`config.mk`:
```
export PLATFORM = sky130hd
export DESIGN_NAME = maze_frame_server
export DESIGN_NICKNAME = d
export VERILOG_FILES = /design/src/rtl/maze_pkg.sv /design/src/rtl/maze_frame_bank.sv /design/src/rtl/maze_frame_server.sv
export SDC_FILE = /design/constraint.sdc
export NUM_CORES = 1
export LEC_CHECK = 0
export ABC_AREA = 1
export CELL_PAD_IN_SITES_DETAIL_PLACEMENT = 1
export CELL_PAD_IN_SITES_GLOBAL_PLACEMENT = 1
export CORE_MARGIN = 2
export CORE_UTILIZATION = 40
export DETAILED_ROUTE_END_ITERATION = 10
export PLACE_DENSITY = 0.66
export SLEW_MARGIN = 40
export SYNTH_ARGS = -nofsm -noshare
export SYNTH_HDL_FRONTEND = slang
export SYNTH_SLANG_ARGS = --single-unit
```
`constraint.sdc`:
```
create_clock -name clk -period 19.5 [get_ports clk]
set_clock_uncertainty 0.05 [all_clocks]
set_input_delay 1.95 -clock clk [delete_from_list [all_inputs] [get_ports clk]]
set_output_delay 1.95 -clock clk [all_outputs]
set_load 0.05 [all_outputs]
```
`src/rtl/maze_pkg.sv`:
```
// Shared widths, cell colour codes and FSM encoding for the maze frame server.
package maze_pkg;

    localparam int CELL_W = 2;
    localparam int ADDR_W = 6;
    localparam int DEPTH  = 1 << ADDR_W;

    localparam logic [CELL_W-1:0] CELL_OFF  = 2'd0;
    localparam logic [CELL_W-1:0] CELL_RED  = 2'd1;
    localparam logic [CELL_W-1:0] CELL_GRN  = 2'd2;
    localparam logic [CELL_W-1:0] CELL_BOTH = 2'd3;

    typedef enum logic [1:0] {
        ST_IDLE   = 2'd0,
        ST_SWAP   = 2'd1,
        ST_UPLOAD = 2'd2,
        ST_GAP    = 2'd3
    } state_t;

endpackage

```
`src/rtl/maze_frame_bank.sv`:
```
// Ping-pong frame store: game logic writes the back bank, the matrix bus reads the front bank.
module maze_frame_bank
    import maze_pkg::*;
(
    input  logic              clk,
    input  logic              nrst,
    input  logic              wr_en,
    input  logic [ADDR_W-1:0] wr_addr,
    input  logic [CELL_W-1:0] wr_data,
    input  logic              swap,
    input  logic [ADDR_W-1:0] rd_addr,
    output logic [CELL_W-1:0] rd_data
);

    logic              bank_sel;
    logic [CELL_W-1:0] mem [2][DEPTH];

    // A write in the swap cycle still targets the old back bank, which becomes front.
    always_ff @(posedge clk or posedge nrst) begin
        if (nrst) begin
            bank_sel <= 1'b0;
            mem      <= '{default: '0};
        end else begin
            if (wr_en) begin
                mem[~bank_sel][wr_addr] <= wr_data;
            end
            if (swap) begin
                bank_sel <= ~bank_sel;
            end
        end
    end

    assign rd_data = mem[bank_sel][rd_addr];

endmodule

```
`src/rtl/maze_frame_server.sv`:
```
// Frame source for the 8x8 bicolour LED matrix driver: bank swap, 64-cycle upload window, refresh.
// Optional address/handshake checker enabled by defining SYNC_CHECK_EN.
//
// state  | meaning
// IDLE   | waiting for commit, pending commit or refresh expiry
// SWAP   | one cycle, flips front/back banks
// UPLOAD | enable high, counter 0..63 tracks the driver's address
// GAP    | enable low for GAP_CYCLES before returning to IDLE
module maze_frame_server
    import maze_pkg::*;
#(
    parameter int GAP_CYCLES     = 4,
    parameter int REFRESH_PERIOD = 0
)(
    input  logic              clk,
    input  logic              nrst,
    input  logic              wr_en,
    input  logic [ADDR_W-1:0] wr_addr,
    input  logic [CELL_W-1:0] wr_data,
    input  logic              commit,
    output logic              busy,
    output logic              frame_done,
    output logic [7:0]        frame_cnt,
    output logic              enable,
    input  logic [ADDR_W-1:0] address,
    input  logic              command,
    output logic [CELL_W-1:0] data,
    output logic              sync_err
);

    localparam int GW   = (GAP_CYCLES > 1) ? $clog2(GAP_CYCLES) : 1;
    localparam int RT_W = (REFRESH_PERIOD > 1) ? $clog2(REFRESH_PERIOD) : 1;
    localparam logic [GW-1:0]   GAP_LAST = GW'(GAP_CYCLES - 1);
    localparam logic [RT_W-1:0] RT_LAST  = RT_W'((REFRESH_PERIOD > 0) ? REFRESH_PERIOD - 1 : 0);

    state_t            state, state_nxt;
    logic [ADDR_W-1:0] up_cnt;
    logic [GW-1:0]     gap_cnt;
    logic [RT_W-1:0]   refresh_tmr;
    logic              pending;
    logic              swap;
    logic              refresh_hit;
    logic [CELL_W-1:0] rd_data;

    maze_frame_bank u_bank (
        .clk     (clk),
        .nrst    (nrst),
        .wr_en   (wr_en),
        .wr_addr (wr_addr),
        .wr_data (wr_data),
        .swap    (swap),
        .rd_addr (address),
        .rd_data (rd_data)
    );

    assign data        = command ? rd_data : CELL_OFF;
    assign busy        = (state != ST_IDLE) | pending;
    assign refresh_hit = (REFRESH_PERIOD != 0) && (refresh_tmr == RT_LAST);

    // enable is decoded from state so an async reset drops it immediately.
    always_comb begin
        state_nxt  = state;
        enable     = 1'b0;
        frame_done = 1'b0;
        swap       = 1'b0;
        case (state)
            ST_IDLE: begin
                if (commit || pending) begin
                    state_nxt = ST_SWAP;
                end else if (refresh_hit) begin
                    state_nxt = ST_UPLOAD;
                end
            end
            ST_SWAP: begin
                swap      = 1'b1;
                state_nxt = ST_UPLOAD;
            end
            ST_UPLOAD: begin
                enable = 1'b1;
                if (up_cnt == {ADDR_W{1'b1}}) begin
                    frame_done = 1'b1;
                    state_nxt  = ST_GAP;
                end
            end
            ST_GAP: begin
                if (gap_cnt == '0) begin
                    state_nxt = ST_IDLE;
                end
            end
            default: state_nxt = ST_IDLE;
        endcase
    end

    always_ff @(posedge clk or posedge nrst) begin
        if (nrst) begin
            state       <= ST_IDLE;
            up_cnt      <= '0;
            gap_cnt     <= '0;
            refresh_tmr <= '0;
            pending     <= 1'b0;
            frame_cnt   <= 8'd0;
        end else begin
            state <= state_nxt;

            up_cnt <= (state == ST_UPLOAD) ? up_cnt + 1'b1 : '0;

            if (state != ST_GAP && state_nxt == ST_GAP) begin
                gap_cnt <= GAP_LAST;
            end else if (state == ST_GAP && gap_cnt != '0) begin
                gap_cnt <= gap_cnt - 1'b1;
            end

            if (REFRESH_PERIOD != 0 && state == ST_IDLE && state_nxt == ST_IDLE) begin
                refresh_tmr <= refresh_tmr + 1'b1;
            end else begin
                refresh_tmr <= '0;
            end

            // In IDLE a pending commit is consumed by the transition to SWAP.
            if (state == ST_IDLE) begin
                pending <= 1'b0;
            end else if (commit) begin
                pending <= 1'b1;
            end

            if (frame_done) begin
                frame_cnt <= frame_cnt + 8'd1;
            end
        end
    end

`ifdef SYNC_CHECK_EN
    always_ff @(posedge clk or posedge nrst) begin
        if (nrst) begin
            sync_err <= 1'b0;
        end else if (state == ST_UPLOAD && (!command || address != up_cnt)) begin
            sync_err <= 1'b1;
        end
    end
`else
    assign sync_err = 1'b0;
`endif

endmodule

```
==> impl_metrics.json, run 1 <==
{
  "multi_input_area_um2": 5690,
  "ir_worst_vdd_mv": 0.0573,
  "rsz0062_at_grt": "no",
  "cts_hold_buf": 0,
  "required_ps": 17500,
  "cp_max_fo": 65,
  "path_cells": "buf_2 > buf_6 > inv_2 > buf_4 > nand3_1 > nand3_1 > nand3_1 > nand2_1 > nand2_1 > nand3_1 > nand3_1 > nand2_1 > nor2_1 > clkdlybuf4s50_1",
  "period_needed_ps": 6970,
  "die_area_um2": 34600,
  "synth_top_area_cell": "dfrtp_1",
  "pin_count": 33,
  "setup_viol": 0,
  "routedWlPerCell_um": 19.7,
  "outcome": "finished clean",
  "core_area_um2": 32600,
  "clkTransAtPathRegs_ps": 60,
  "start_kind": "input pin",
  "setup_tns_ps": 0,
  "cts_sinks": 276,
  "place_hpwl_mm": 24.8,
  "synth_cells": 1709,
  "max_stage_delay_ps": 830,
  "end_kind": "primary output",
  "final_area_um2": 14900,
  "crit_type": "input pin to primary output",
  "antenna_left": 0,
  "drive_gt1_share_pct": 4.60,
  "drv_cap": 0,
  "cts_setup_buffers": 0,
  "slew_headroom_pct": 43.9,
  "n_fill_cell": 3949,
  "crit_path_frequent_cell": "nand3_1",
  "gp_congestion": 0.774,
  "hold_viol_final": 0,
  "grt.total_usage_pct": 25.5,
  "synth_area_per_cell_um2": 7.75,
  "grt_use_met2_pct": 42.5,
  "cts-root-buf": "clkbuf_16",
  "drc": 0,
  "grt_max_degree": 110,
  "antenna_cells": 0,
  "die_w_um": 186,
  "fin_crit_sh_pct": 35.7,
  "wl_mm": 42.5,
  "crit_arrival_ps": 4970,
  "met3_usage_pct": 3.31,
  "synth_warnings": 0,
  "num_vias": 11700,
  "cts_resized": 0,
  "vias_per_cell": 5.41,
  "grt_busiest_layer": "met2",
  "cts_tree": "done",
  "synth_top_area_share_pct": 52.1,
  "yosysSeqAreaShare_pct": 52.1,
  "synth.distinct_cells": 28,
  "seqCellArea_um2": 6910,
  "rows": 66,
  "first_pass_iters": 4,
  "p_leak_nw": 6.44,
  "worst_pin_slew_ps": 839,
  "grt_pass1_wl_mm": 68.3,
  "ff2ff_setup_slack_ps": 17120,
  "max_freq_ghz": 0.143,
  "p_per_area_nw_per_um2": 92.4,
  "numPortBuffers": 31,
  "grt-ovfl-total": 0,
  "syn-num-nets": 1731,
  "clkLatencyLatePin_ps": 500,
  "die_y_um": 186,
  "ys_ff_latch": 276,
  "htreeDepth": 2,
  "hp-class": "register to register",
  "slew_violations": 0,
  "numCtsBuffers": 34,
  "dpl_cell_area_um2": 13800,
  "synth_area_um2": 13300,
  "final_nets": 1716,
  "crit_path_top_delay_cell": "clkdlybuf4s50_1",
  "grt_pass1_vias": 12300,
  "syn_to_final_growth_pct": 12.3,
  "drt_iter0_markers": 793,
  "clk_path_buf_depth": 3,
  "antenna_found_initial": 0,
  "met1_usage_pct": 35.5,
  "start_util_pct": 40.6,
  "synthTopCellsByArea": "dfrtp_1 52%, nand2_1 20%, nand3_1 9.7%"
}
-- critical path: cells and delay by family --
family                 cells  cell delay (ps)
buffers and inverters      5             1920
and+or+nand+nor            9             1030
-- final cells by class --
type	count	area share [%]
clock inverters	7	0.572
well taps	442	3.72
flip-flops and latches	276	46.4
multi-input cells	1307	38.2
inverters	32	0.958
clock buffers	52	7.00
repair buffers	43	3.13
-- worst paths after layout --
check	startpoint	end	cells after the start
max	address[0]	data[0]	14
min	up_cnt[0]	up_cnt[0]	1
max reg2reg	u_bank.bank_sel	u_bank.bank_sel	3
min reg2reg	up_cnt[0]	up_cnt[0]	1
max in group asynchronous	nrst	u_bank.mem[158]	5
min in group asynchronous	nrst	u_bank.mem[93]	2
-- through the flow --
step / cells / setup slack [ps] / power (mW) / hold slack, ps / utilization, %
after floorplan: 1709 / 9890 / 0.703 / 382 / -
after global placement: 2098 / 12300 / 0.742 / 407 / 41.9
after detailed placement: 2100 / 12290 / 0.748 / 411 / 42.2
after CTS: 2159 / 12270 / 1.39 / 424 / 45.6
after global routing: 2159 / 12250 / 1.43 / 443 / 45.6
final: 2159 / 12530 / 1.38 / 420 / 45.6
-- cells in the mapped netlist --
| cell | instances |
|---|---|
| nand2_1 | 689 |
| dfrtp_1 | 276 |
| nand3_1 | 256 |
| o21ai_0 | 192 |
| nor2_1 | 78 |
| o21ai_1 | 68 |
| clkbuf_1 | 36 |
| inv_1 | 29 |
| buf_2 | 22 |
| buf_4 | 17 |
| buf_6 | 13 |
| buf_1 | 5 |
| xnor2_1 | 4 |
| a21oi_1 | 3 |
| ha_1 | 3 |
| xor2_1 | 3 |
| and3_1 | 2 |
| inv_2 | 2 |
| nor3_1 | 2 |
| buf_12 | 1 |
| conb_1 | 1 |
| inv_4 | 1 |
| nand3_2 | 1 |
| nand4_1 | 1 |
| nor2_4 | 1 |
| nor2_8 | 1 |
| o211ai_1 | 1 |
| o311ai_0 | 1 |
-- cell usage in the layout, fill, tap and decap left out, drive strengths merged --
cell,instances
nand2,689
dfrtp,276
o21ai,260
nand3,257
nor2,80
clkbuf,52
clkdlybuf4s50,29
inv,29
buf,14
clkinv,8
xnor2,4
xor2,3
a21oi,3
ha,3
nor3,2
and3,2
bufinv,2
o211ai,1
nand4,1
o311ai,1
conb,1
-- sequential cells by signal, summed over array words and instances, names as in the netlist --
name             flops
pending              1
u_bank.mem         256
up_cnt               6
gap_cnt              2
state                2
u_bank.bank_sel      1
frame_cnt            8
-- where the power goes --
part	total [mW]	internal [mW]	switching, mW	leakage [nW]
sequential	0.628	0.608	0.0198	3.75
clock	0.639	0.394	0.245	0.558
combinational	0.109	0.0320	0.0766	2.14
-- kinds of logic after synthesis --
kind of cell	synth area share [%]
AO/OA/AOI/OAI	10.1
XOR/XNOR	0.463
adder cells (fa/ha/maj)	0.283
buffers and inverters	5.14
flip-flops	52.1
other	0.0283
AND/OR/NAND/NOR	31.9
-- metal layers --
| metal | share of wire [%] | up-vias |
|---|---|---|
| li1 | - | 5563 |
| met1 | 48 | 5888 |
| met2 | 47 | 183 |
| met3 | 3.7 | 54 |
| met4 | 1.9 | 0 |
| met5 | 0 | - |
No activity file was read; power rests on OpenSTA's default activity.
==> inputs of run 2 (changes only) <==
- PLACE_DENSITY: 0.66 -> 0.69
- clock period: 19.5 -> 6.3 ns (I/O delays scaled with it)
==> run 2 against run 1 <==
Compared with the run above: non-clock buffer count is 8 higher; combinational power grew to 3.1 times the previous value; first-iteration DRC count up 1.0%; critical endpoint unchanged; critical path depth decreased by 1; register-to-register slack worse by 13000 ps.
==> impl_metrics.json, run 2 (synthesis results as in run 1) <==
{
  "drc": 0,
  "worst_r2r_endpoint": "u_bank.mem[205]",
  "htreeDepth": 2,
  "ff2ff_setup_slack_ps": 3690,
  "cts_tree": "done",
  "die_y_um": 186,
  "cp_max_fo": 65,
  "crit_path_top_delay_cell": "clkdlybuf4s50_1",
  "numPortBuffers": 31,
  "first_pass_iters": 5,
  "crit_type": "register to primary output",
  "die_w_um": 186,
  "seqCellArea_um2": 6910,
  "setup_tns_ps": 0,
  "fin_crit_sh_pct": 77.0,
  "syn_to_final_growth_pct": 12.1,
  "slew_violations": 0,
  "top_register": "u_bank.mem",
  "largest_reg_flops": 256,
  "rsz0062_at_grt": "no",
  "core_area_um2": 32600,
  "cts_hold_buf": 0,
  "outcome": "finished clean",
  "antenna_left": 0,
  "layout_commonest_cell": "nand2_1",
  "crit_family": "buffers and inverters",
  "num_vias": 11800,
  "dpl_cell_area_um2": 13700,
  "rows": 66,
  "grt_pass1_vias": 12300,
  "grt_pass1_wl_mm": 68.3,
  "rr_worst_depth": 6,
  "finalPower_mw": 4.21,
  "p_per_area_nw_per_um2": 284,
  "wl_mm": 42.4,
  "cts-root-buf": "clkbuf_16",
  "max_freq_ghz": 0.206,
  "antenna_found_initial": 0,
  "final_area_um2": 14900,
  "layout_common_cells": "689 x nand2_1, 275 x dfrtp_1, 256 x nand3_1",
  "period_needed_ps": 4850,
  "grt-ovfl-total": 0,
  "n_fill_cell": 3980,
  "grt.total_usage_pct": 25.5,
  "worst-path-stages": 13,
  "max_stage_delay_ps": 840,
  "p_leak_nw": 6.44,
  "numCtsBuffers": 35,
  "slew_headroom_pct": 38.6,
  "path_cells": "inv_4 > buf_4 > nand2_1 > nand3_1 > nand3_1 > nand3_1 > nand2_1 > nand2_1 > nand3_1 > nand2_1 > nor2_1 > nor2_1 > clkdlybuf4s50_1",
  "critPathLaunch": "u_bank.bank_sel",
  "drive_gt1_share_pct": 4.46,
  "antenna_cells": 0,
  "grt_max_degree": 140,
  "crit_path_end": "data[0]",
  "gp_congestion": 0.802,
  "drv_cap": 0,
  "routedWlPerCell_um": 19.6,
  "path_buf_inv": 3,
  "crit_arrival_ps": 4170,
  "cts_resized": 0,
  "final_nets": 1725,
  "hold_viol_final": 0,
  "die_area_um2": 34600,
  "hp-class": "register to register",
  "end_kind": "primary output",
  "setup_viol": 0,
  "cts_sinks": 276,
  "clkLatencyLatePin_ps": 510,
  "worst_pin_slew_ps": 918,
  "r2r-start": "u_bank.bank_sel",
  "start_kind": "register",
  "multi_input_area_um2": 5670,
  "pin_count": 33,
  "reg_top3": "u_bank.mem (256), frame_cnt (8), up_cnt (6)",
  "clk_path_buf_depth": 3,
  "vias_per_cell": 5.46,
  "clkTransAtPathRegs_ps": 60,
  "start_util_pct": 40.6,
  "ir_worst_vdd_mv": 0.189,
  "place_hpwl_mm": 25.1,
  "required_ps": 5620,
  "cts_setup_buffers": 0,
  "final_util_pct": 45.6,
  "drt_iter0_markers": 801
}
==> run 2: cell type report <==
type	count	area share (%)
Inverter	32	0.926
Clock buffer	58	7.23
Sequential cell	276	46.5
Multi-Input combinational cell	1307	38.1
Tap cell	442	3.72
Clock inverter	2	0.0926
Timing Repair Buffer	51	3.39
==> run 2: per-layer routing <==
metal	part of all wire (%)	up-vias	global-route usage, %
li1	-	5609	-
met1	49	5949	35.8
met2	46	208	41.7
met3	3.8	64	3.29
met4	2.0	0	5.98
met5	0	-	0.593
==> run 2: how the worst min path moves through the flow <==
stage / endpoint / start / cells past startpoint
global placement: up_cnt[0] / up_cnt[0] / 1
CTS: up_cnt[0] / up_cnt[0] / 1
finish: up_cnt[0] / up_cnt[0] / 1
global route: up_cnt[0] / up_cnt[0] / 1
detailed placement: up_cnt[0] / up_cnt[0] / 1
floorplan: up_cnt[0] / up_cnt[0] / 1
==> run 2: through the flow <==
| step | std cells | hold slack (ps) | setup slack [ps] |
|---|---|---|---|
| 2_1_floorplan | 1709 | 382 | 1970 |
| 3_3_place_gp | 2106 | 406 | 2020 |
| 6_report | 2168 | 416 | 1450 |
| 3_5_place_dp | 2106 | 413 | 1990 |
| 5_1_grt | 2168 | 446 | 1230 |
| 4_1_cts | 2166 | 420 | 1430 |
==> run 2: report_power, final <==
| group | internal (mW) | switching [mW] | total (mW) |
|---|---|---|---|
| logic | 0.100 | 0.237 | 0.337 |
| clock network | 1.16 | 0.769 | 1.93 |
| registers | 1.88 | 0.0667 | 1.95 |
| total | 3.14 | 1.07 | 4.21 |
==> inputs of run 3 (changes only) <==
- clock period: 6.3 -> 3.97 ns (I/O delays scaled with it)
==> run 3 against run 2 <==
Compared with the run above: worst setup slack got worse by 880 ps; final area increased by 1.2%; utilization grew 0.55 points; via count shrank 1.4%; critical path type unchanged; largest cell class unchanged; largest power group unchanged; highest routed layer unchanged.
==> impl_metrics.json, run 3 (synthesis results as in run 1) <==
{
  "outcome": "finished clean",
  "die_y_um": 186,
  "hp-class": "input pin to async pin",
  "crit_path_frequent_cell": "nand3_1",
  "antenna_found_initial": 0,
  "start_kind": "register",
  "ir_worst_vdd_mv": 0.345,
  "fin_crit_sh_pct": 85.7,
  "top_register": "u_bank.mem",
  "cts_resized": 0,
  "clkTransAtPathRegs_ps": 60,
  "finalPower_mw": 6.68,
  "grt_pass1_wl_mm": 68.1,
  "place_hpwl_mm": 25.9,
  "cts_hold_buf": 0,
  "slew_violations": 0,
  "p_per_area_nw_per_um2": 444,
  "antenna_cells": 0,
  "grt-ovfl-total": 0,
  "final_nets": 1730,
  "max_freq_ghz": 0.294,
  "drc": 0,
  "n_fill_cell": 3976,
  "die_w_um": 186,
  "crit_path_top_delay_cell": "dfrtp_4",
  "first_pass_iters": 5,
  "crit_arrival_ps": 2960,
  "cts_sinks": 276,
  "path_cells": "inv_4 > buf_4 > nand2_1 > nand3_1 > nand3_1 > nand3_1 > nand2_1 > nand2_1 > nand3_1 > nand3_1 > nand2_1 > nor2_1 > buf_12",
  "layout_common_cells": "689 x nand2_1, 275 x dfrtp_1, 254 x nand3_1",
  "hold_viol_final": 0,
  "drive_gt1_share_pct": 5.20,
  "period_needed_ps": 3400,
  "layout_commonest_cell": "nand2_1",
  "syn_to_final_growth_pct": 13.5,
  "clk_path_buf_depth": 3,
  "routedWlPerCell_um": 19.5,
  "end_kind": "primary output",
  "cp_max_fo": 35,
  "grt_max_degree": 131,
  "setup_tns_ps": 0,
  "core_area_um2": 32600,
  "grt_pass1_vias": 12200,
  "cts-root-buf": "clkbuf_16",
  "rows": 66,
  "clkLatencyLatePin_ps": 510,
  "num_vias": 11700,
  "cts_tree": "done",
  "slew_headroom_pct": 42.9,
  "gp_congestion": 0.818,
  "p_leak_nw": 6.53,
  "crit_type": "register to primary output",
  "antenna_left": 0,
  "largest_reg_flops": 256,
  "numPortBuffers": 31,
  "max_stage_delay_ps": 500,
  "htreeDepth": 2,
  "reg_top3": "u_bank.mem (256), frame_cnt (8), up_cnt (6)",
  "pin_count": 33,
  "required_ps": 3520,
  "start_util_pct": 40.6,
  "die_area_um2": 34600,
  "vias_per_cell": 5.37,
  "drv_cap": 0,
  "numCtsBuffers": 34,
  "cts_setup_buffers": 0,
  "setup_viol": 0,
  "wl_mm": 42.4,
  "grt.total_usage_pct": 25.5,
  "worst_pin_slew_ps": 855,
  "rsz0062_at_grt": "no",
  "drt_iter0_markers": 718
}
## run 3: cell type report
type | count | area (µm²) | area share [%]
inverter | 32 | 129 | 0.857
clock buffer | 56 | 1070 | 7.15
timing repair buffer | 57 | 682 | 4.53
tap | 442 | 553 | 3.68
clock inverter | 2 | 13.8 | 0.0915
multi-input combinational | 1307 | 5680 | 37.7
sequential | 276 | 6910 | 46.0
## run 3: routing by layer
metal	track usage [%]	vias to the layer above	routed length (µm)
met4	7.12	0	1040
met5	0	-	0
met2	41.7	180	19600
met1	35.3	5806	20200
li1	-	5605	-
met3	3.66	68	1490
## run 3: report_power, final
group          switching (mW)  internal, mW
clock network            1.20          1.84
registers               0.102          2.99
logic                   0.381         0.175
total                    1.69          5.00
## run 3: critical path, delay by kind of cell, from the launching register on
kind                   cells  cell delay [ps]
buffers and inverters      3              880
DFF                        1              500
and+or+nand+nor           10             1040
## run 3: path summary, 6_finish.rpt
kind | startpoint | endpoint | slack [ps] | depth (start not counted)
max in group asynchronous | nrst | u_bank.mem[241] | 2820 | 4
worst min register to register | up_cnt[0] | up_cnt[0] | 430 | 1
worst min-delay path | nrst | u_bank.mem[29] | 230 | 2
worst max register to register | u_bank.bank_sel | u_bank.mem[189] | 1450 | 7
worst max-delay path | u_bank.bank_sel | data[1] | 570 | 13
min in group clk | up_cnt[0] | up_cnt[0] | 430 | 1
## run 3: through the flow
step           setup WS, ps  instance area [µm²]  hold WS, ps  cells  util, %
2_1_floorplan          -128                13300          382   1709        -
3_5_place_dp           1080                13900          415   2113     42.7
6_report                568                15000          227   2172     46.1
4_1_cts                 525                15000          229   2171     46.0
3_3_place_gp           1070                13900          405   2112     42.6
5_1_grt                 366                15000          249   2172     46.1
